==> src/rtl/vec_mem_seq.sv <==
// rtl/vec_mem_seq.sv - 16-lane vector load/store sequencer over a 16-bit word memory port
module vec_mem_seq #(
    parameter int ADDR_W = 16,
    parameter int LANES  = 16
) (
    input  logic                  clk,
    input  logic                  rst_n,
    input  logic                  start,
    input  logic [3:0]            opcode,
    input  logic [ADDR_W-1:0]     base_addr,
    input  logic [16*LANES-1:0]   wdata_vec,
    input  logic                  mem_ready,
    input  logic [15:0]           mem_rdata,
    output logic [ADDR_W-1:0]     mem_addr,
    output logic [15:0]           mem_wdata,
    output logic                  mem_re,
    output logic                  mem_we,
    output logic [16*LANES-1:0]   rdata_vec,
    output logic                  busy,
    output logic                  done,
    output logic                  err
);

    localparam logic [3:0] OP_VLD = 4'b0100;
    localparam logic [3:0] OP_VST = 4'b0101;
    localparam int         CNT_W  = $clog2(LANES);
    localparam logic [CNT_W-1:0] LAST_BEAT = CNT_W'(LANES - 1);

    typedef enum logic [1:0] {
        S_IDLE,
        S_LOAD,
        S_STORE,
        S_DONE
    } state_t;

    state_t                state_q, state_d;
    logic [CNT_W-1:0]      cnt_q, cnt_d;
    logic [ADDR_W-1:0]     base_q, base_d;
    logic [16*LANES-1:0]   wvec_q, wvec_d;
    logic [16*LANES-1:0]   rvec_q, rvec_d;
    logic                  err_q, err_d;
    logic [15:0]           lane_wdata;

    // Select the captured store lane addressed by the beat counter
    always_comb begin
        lane_wdata = 16'h0000;
        for (int i = 0; i < LANES; i++) begin
            if (cnt_q == CNT_W'(i)) begin
                lane_wdata = wvec_q[16*i +: 16];
            end
        end
    end

    // Next-state, beat sequencing and memory-port outputs
    always_comb begin
        state_d   = state_q;
        cnt_d     = cnt_q;
        base_d    = base_q;
        wvec_d    = wvec_q;
        rvec_d    = rvec_q;
        err_d     = 1'b0;
        mem_addr  = '0;
        mem_wdata = 16'h0000;
        mem_re    = 1'b0;
        mem_we    = 1'b0;
        done      = 1'b0;

        case (state_q)
            S_IDLE: begin
                if (start) begin
                    case (opcode)
                        OP_VLD: begin
                            base_d  = base_addr;
                            cnt_d   = '0;
                            state_d = S_LOAD;
                        end
                        OP_VST: begin
                            base_d  = base_addr;
                            wvec_d  = wdata_vec;
                            cnt_d   = '0;
                            state_d = S_STORE;
                        end
                        default: err_d = 1'b1;
                    endcase
                end
            end
            S_LOAD: begin
                mem_re   = 1'b1;
                mem_addr = base_q + ADDR_W'(cnt_q);
                if (mem_ready) begin
                    for (int i = 0; i < LANES; i++) begin
                        if (cnt_q == CNT_W'(i)) begin
                            rvec_d[16*i +: 16] = mem_rdata;
                        end
                    end
                    if (cnt_q == LAST_BEAT) begin
                        cnt_d   = '0;
                        state_d = S_DONE;
                    end else begin
                        cnt_d = cnt_q + 1'b1;
                    end
                end
            end
            S_STORE: begin
                mem_we    = 1'b1;
                mem_addr  = base_q + ADDR_W'(cnt_q);
                mem_wdata = lane_wdata;
                if (mem_ready) begin
                    if (cnt_q == LAST_BEAT) begin
                        cnt_d   = '0;
                        state_d = S_DONE;
                    end else begin
                        cnt_d = cnt_q + 1'b1;
                    end
                end
            end
            S_DONE: begin
                done    = 1'b1;
                state_d = S_IDLE;
            end
            default: state_d = S_IDLE;
        endcase
    end

    // State and operand registers; reset aborts any transfer in flight
    always_ff @(posedge clk or negedge rst_n) begin
        if (!rst_n) begin
            state_q <= S_IDLE;
            cnt_q   <= '0;
            base_q  <= '0;
            wvec_q  <= '0;
            rvec_q  <= '0;
            err_q   <= 1'b0;
        end else begin
            state_q <= state_d;
            cnt_q   <= cnt_d;
            base_q  <= base_d;
            wvec_q  <= wvec_d;
            rvec_q  <= rvec_d;
            err_q   <= err_d;
        end
    end

    assign busy      = (state_q != S_IDLE);
    assign err       = err_q;
    assign rdata_vec = rvec_q;

endmodule

==> config.mk <==
export PLATFORM = sky130hd
export DESIGN_NAME = vec_mem_seq
export DESIGN_NICKNAME = d
export VERILOG_FILES = /design/src/rtl/vec_mem_seq.sv
export SDC_FILE = /design/constraint.sdc
export NUM_CORES = 1
export LEC_CHECK = 0
export ABC_AREA = 1
export CORE_AREA = 2 2 229 231
export CTS_CLUSTER_DIAMETER = 50
export DETAILED_ROUTE_END_ITERATION = 6
export DIE_AREA = 0 0 231 233
export DONT_BUFFER_PORTS = 1
export PLACE_DENSITY_LB_ADDON = 0.08
export SLEW_MARGIN = 10
export SYNTH_ARGS = -nofsm -noshare
export SYNTH_HDL_FRONTEND = slang
export SYNTH_SLANG_ARGS = --single-unit
==> constraint.sdc <==
create_clock -name clk -period 2.65 [get_ports clk]
set_input_delay 0.53 -clock clk [delete_from_list [all_inputs] [get_ports clk]]
set_output_delay 0.53 -clock clk [all_outputs]
set_load 0.1 [all_outputs]
---- Word level (Yosys, flattened, before mapping) ----
Index checks and enable logic that the tools add are counted.
Widths: inputs -> output; s select.
storage, ports and cells
  flip-flop bits (word level) ............. 535
  word-level logic and storage cells ...... 108
cells by class
  add/sub/neg operators ................... 2
  equality and inequality tests ........... 25
  reduce and logical (&&, ||, !) cells .... 26
  muxes and demuxes ....................... 34
operator list
  cell                 number
  $mux 16              18
  $reduce_and 3->1     18
  $eq 4x4->1 const B   8
  $eq 4x3->1 const B   6
  $add 16x4->16        1
  $mux 4               4
  $eq 4x2->1 const B   2
  $pmux 4 s2           1
  $reduce_and 4->1     2
  $mux 1               6
  $mux 2               3
  $pmux 2 s3           1
  $add 4x1->4 const B  1
  $eq 2x2->1 const B   2
  $eq 4x1->1 const B   1
  $logic_not 4->1      1
  $ne 2x1->1 const B   2
  $ne 2x2->1 const B   2
  $pmux 2 s2           1
  $reduce_bool 2->1    2
  $reduce_or 2->1      2
  $ne 3x1->1 const B   1
  $eq 2x1->1 const B   1
  $logic_not 2->1      1

---- Depth between registers and ports, before layout ----
  depth in word-level cells ............... 18
  gate-level depth with buffers ........... 19
  depth with buffers taken out ............ 18

---- Worst setup path after synthesis ----
OpenSTA, ideal clock, no wires.
  path kind ............................... register to output
  start ................................... register cnt_q[0]
  end ..................................... output port mem_addr[12]
  stages on the path, launching flop included .. 14
  arrival time ............................ 4.299 ns
  path buffers ............................ 0
  path slack .............................. -2.179 ns
  cells stage by stage .................... dfrtp_1 > ha_1 > inv_1 > fa_1 > o31ai_2 > nand2_1 > nor2_1 > nand2_1 > nor2_1 > nand2_1 > clkinv_1 > and3_1 > a21oi_1 > a211oi_1
on the way
  cells in the longest elaborated chain, start to end .. 2
ends and longest elaborated chain
  what                    RTL line  source
  from (decl)             37        logic [CNT_W-1:0] cnt_q, cnt_d;
  from (signal assigned)  136       cnt_q <= cnt_d;
  $add 16x4->16           89, 106
  $mux 16                 -
  to (decl)               14        output logic [ADDR_W-1:0] mem_addr,
Every way passes these cells.

---- Worst setup path in the final report ----
  start ................................... register cnt_q[0]
  end ..................................... output port mem_addr[14]
Same word-level chain as after synthesis.

==> metrics list <==
- Vias after detailed routing: 18,200
- For the pin with the worst max-slew slack, the measured transition is 2.87 ns.
- Across the run, the number of max-cap violations was 0.
- Global-route wire length before repair: 115,000 µm
* Number of nets with antenna violations after detailed routing: 0
* Library cell used as clock root buffer: sky130_fd_sc_hd__clkbuf_16
- The congestion estimate from routability-driven global placement came to 0.935.
- Largest fanout on the critical path: 4
* Detailed-route vias per instance: 5.43
- Number of buffer cells added on primary ports: 0
- For this configuration, the core starts out at a cell density of 0.447.
- The final reports fail on negative hold slack, max-slew violations, negative setup slack.
* Fin crit period: 3.70 ns
- Entering global routing, the biggest net connects 536 pins.
- Worst path bufs/invs: 3
- Die extent in x: 231 µm
- Setup slack, reg-to-reg: 0.14 ns
* Worst path depth: 14
- The average instance in the mapped netlist occupies 9.61 µm².
- Among all stages on the critical path, the largest delay is contributed by sky130_fd_sc_hd__dfrtp_2.
* Pre-CTS WS: -0.666 ns
- Setup repair after global routing could not meet its margin everywhere.
- CTS tree: done
- Vertical extent of the die: 233 µm
* Layout fillers: 4,444
- From synthesis to final layout, the design area changed by 30.4%.
* Final hold viol count: 185
- DRC violations left: 0
- In the final layout, the share of cells above drive strength 1 is 0.315.
- Post-layout worst setup margin: -1.05 ns
- CTS Hold Bufs: 20
- Register area share after synthesis: 0.586
* Worst-case hold slack: -0.408 ns
- The endpoint identified for the worst register-to-register timing path is state_q[1]$_DFFE_PN0P_.
- By startpoint and endpoint, the worst setup path is classified as flip-flop to output port.
- TritonCTS created 60 clock buffers.
- Final clock period utilization by the worst path: 1.40
- Count of cell types in the netlist: 33
- In this design, the stage delay of the slowest critical-path cell is 0.40 ns.
- Wire length reported by the detailed router: 77,900 µm
- Number of enable-type register cells in the synthesized netlist: 0
* Clock buffer depth: 3
- Worst Path Required: 2.12 ns
- Number of antenna violations at the first check in global routing: 44
- The cell area that synthesis handed to floorplanning was 22,800 µm².
- Measured in cells, the most critical reg-to-reg path has a length of 14.
- After technology mapping, the gate count stands at 2,377.
- Final max-slew violation count: 423
* Core utilization of the finished layout: 0.583
- In the synthesized netlist the dominant register cell turns out to be sky130_fd_sc_hd__dfrtp_1.
- Setup violations remaining at the end of the flow were counted as 30.
- H-tree depth: 2
- The die covers 53,800 µm².
- After floorplanning, the core was divided into 83 placement rows.
- Initial detailed-routing violation count: 1,288
* Run status: finished, violations left
* Arrival time at the worst endpoint: 3.17 ns
- The signal on the critical path passes through ha_2 > inv_1 > fa_2 > o31ai_4 > nand2_1 > nor2_2 > nand2_2 > nor2_4 > nand2_1 > clkinv_2 > and3_4 > a21oi_2 > a211oi_4 > buf_12.
- Capturing element type of the critical path: output port
- The clock drives 535 sinks.
- By area the synthesized netlist is led by sky130_fd_sc_hd__dfrtp_1 59%, sky130_fd_sc_hd__mux2_2 8.4%, sky130_fd_sc_hd__nand2_1 7.6%, sky130_fd_sc_hd__o21ai_0 5.7%, sky130_fd_sc_hd__a21oi_1 5.0%.
- Timing would allow up to 270 MHz.
- The HPWL after detailed placement is 54,300 µm.
- Summed over all instances, the cell type with the most area after synthesis is sky130_fd_sc_hd__dfrtp_1.
- Dividing the detail-routed wire length by the instance count gives 23.2 µm.
- Synth Net Count: 2,687
- In this run the static leakage power is 14.2 nW.
- The clock reaches the later pin of the worst-skew pair after 0.63 ns.
- Sum of overflow across all layers after global routing: 0
* Share of Yosys cell area claimed by the top area cell type: 0.586
- Tracing the worst setup path back leads to its startpoint at cnt_q[0]$_DFFE_PN0P_.
* Headroom to the max-slew limit: -0.911
- Number of ports placed on the die boundary: 589
- On the final layout, the worst clock skew is 0.0252 ns.
- Family with the most delay on the worst path: simple AND/OR/NAND/NOR gates
- Number of detailed-route iterations in the first pass: 6
* Post-CTS clock slew at the launch and capture registers of the worst setup and hold paths: 0.06 ns
- The most numerous cell type found on the critical path is sky130_fd_sc_hd__nand2_1.
* Capturing instance or port of the critical path: mem_addr[14]
* Synth async-reset ratio: 1.00
- For this run, the post-layout net count is 2,909.
- Synthesis-stage register bit count: 535
* Global-route total usage across every layer: 0.284
- After floorplanning, the core was sized to cover 51,100 µm².
* Critical path startpoint category: flip-flop
- The Yosys step of the flow raised 0 warnings.
* Hold Path Class: primary input to asynchronous set/reset pin
* Pwr/cell area: 1580 nW/µm²
* VDD IR-drop max: 1.01 mV
* Vias in the first global route: 18,200
* Worst reg2reg startpoint: cnt_q[1]$_DFFE_PN0P_
power by group:
part	switching (W)	total [W]	internal, W
sequential	0.00830	0.0193	0.0110
clock	0.00355	0.00841	0.00487
combinational	0.0126	0.0194	0.00684
worst register-to-register path, stage by stage (launching register included):
cell and delay (ns):
sky130_fd_sc_hd__dfrtp_1 0.39, sky130_fd_sc_hd__buf_6 0.12, sky130_fd_sc_hd__buf_6 0.10, sky130_fd_sc_hd__ha_4 0.16, sky130_fd_sc_hd__buf_4 0.12, sky130_fd_sc_hd__inv_1 0.07, sky130_fd_sc_hd__buf_4 0.16, sky130_fd_sc_hd__nor2_2 0.27
sky130_fd_sc_hd__inv_2 0.22, sky130_fd_sc_hd__buf_4 0.18, sky130_fd_sc_hd__nand2_1 0.04, sky130_fd_sc_hd__inv_1 0.08, sky130_fd_sc_hd__nor3_2 0.26, sky130_fd_sc_hd__nor2_1 0.06, sky130_fd_sc_hd__a31oi_1 0.16
through the flow:
stage / total power (W) / TNS [ns] / hold slack (ns) / cells / cell area, µm²
after global placement: 0.0362 / -9.07 / 0.246 / 3153 / 26000
after CTS: 0.0467 / -26.60 / -0.430 / 3321 / 29400
after floorplan: 0.0304 / -12.11 / 0.234 / 2377 / 23200
final: 0.0471 / -26.06 / -0.408 / 3355 / 29800
after global routing: 0.0489 / -30.29 / -0.423 / 3343 / 29800
after detailed placement: 0.0364 / -10.20 / 0.249 / 3153 / 26000
worst min path at each step:
stage               slack [ns]  depth (start not counted)                      to  start
detailed placement        0.25                          0  wvec_q[25]$_DFFE_PN0P_  rst_n
global placement          0.25                          0  wvec_q[25]$_DFFE_PN0P_  rst_n
CTS                      -0.43                          0  wvec_q[25]$_DFFE_PN0P_  rst_n
global route             -0.42                          0  wvec_q[25]$_DFFE_PN0P_  rst_n
floorplan                 0.23                          0   base_q[0]$_DFFE_PN0P_  rst_n
finish                   -0.41                          0  wvec_q[25]$_DFFE_PN0P_  rst_n
sequential cells by signal, summed over array words and instances (netlist names):
name and count:
err 1, base_q 16, wvec_q 256, cnt_q 4, rdata_vec 256, state_q 2
cell type report:
| class | instances | area (µm²) | share of cell area |
|---|---|---|---|
| Timing Repair Buffer | 307 | 3350 | 0.113 |
| Sequential cell | 535 | 13400 | 0.449 |
| Clock buffer | 85 | 1730 | 0.0579 |
| Tap cell | 680 | 851 | 0.0286 |
| Clock inverter | 27 | 279 | 0.00937 |
| Inverter | 190 | 743 | 0.0249 |
| Antenna cell | 26 | 65.1 | 0.00218 |
| Multi-Input combinational cell | 1505 | 9380 | 0.315 |
repair_timing:
action / 4_1_cts / 5_1_grt
gates resized for setup: 191 / 83
setup buffers: 28 / 11
cloned: 8 / 0
pin swaps: 66 / 74
setup endpoints to repair: 31 / 32
hold endpoints to repair: 555 / 535
kinds of logic (layout without fill, tap and decap cells):
logic type,Yosys count,in the layout,share of synthesized area
adder cells (fa/ha/maj),14,14,0.00800
multiplexers,170,170,0.0838
flip-flops,535,535,0.586
other,0,26,0
AO/OA/AOI/OAI,511,511,0.114
AND/OR/NAND/NOR,810,810,0.148
buffers and inverters,337,609,0.0602
per-layer routing:
metal	global-route usage	wire, µm	vias to the layer above	part of all wire
met5	0	209	-	0.0027
li1	-	-	8299	-
met4	0.107	2790	32	0.036
met3	0.0844	6930	192	0.089
met1	0.361	30600	8976	0.39
met2	0.460	37400	727	0.48
cells in the final DEF, fill, tap and decap left out, drive strengths merged, types with 20 or more instances in the layout:
master and n:
buf 287, dfrtp 535, a21oi 227, nand3 141, diode 26, nor2 179, clkbuf 85, dlygate4sd3 20
o21ai 276, inv 195, nand2 464, mux2 170
Yosys cell counts (2+ instances only):
library cell / count
sky130_fd_sc_hd__dfrtp_1: 535
sky130_fd_sc_hd__nand2_1: 461
sky130_fd_sc_hd__o21ai_0: 259
sky130_fd_sc_hd__a21oi_1: 227
sky130_fd_sc_hd__inv_1: 176
sky130_fd_sc_hd__mux2_2: 170
sky130_fd_sc_hd__nor2_1: 165
sky130_fd_sc_hd__nand3_1: 141
sky130_fd_sc_hd__clkbuf_1: 76
sky130_fd_sc_hd__buf_2: 58
sky130_fd_sc_hd__nand4_1: 15
sky130_fd_sc_hd__ha_1: 13
sky130_fd_sc_hd__inv_2: 11
sky130_fd_sc_hd__o21ai_1: 9
sky130_fd_sc_hd__nor2_4: 8
sky130_fd_sc_hd__nor3_1: 8
sky130_fd_sc_hd__o21ai_2: 8
sky130_fd_sc_hd__buf_4: 6
sky130_fd_sc_hd__nor2_2: 5
sky130_fd_sc_hd__a211oi_1: 4
sky130_fd_sc_hd__buf_1: 4
sky130_fd_sc_hd__clkinv_1: 3
sky130_fd_sc_hd__nand2_2: 3
sky130_fd_sc_hd__a31oi_1: 2
sky130_fd_sc_hd__buf_6: 2
Power figures use the tool's default switching activity.
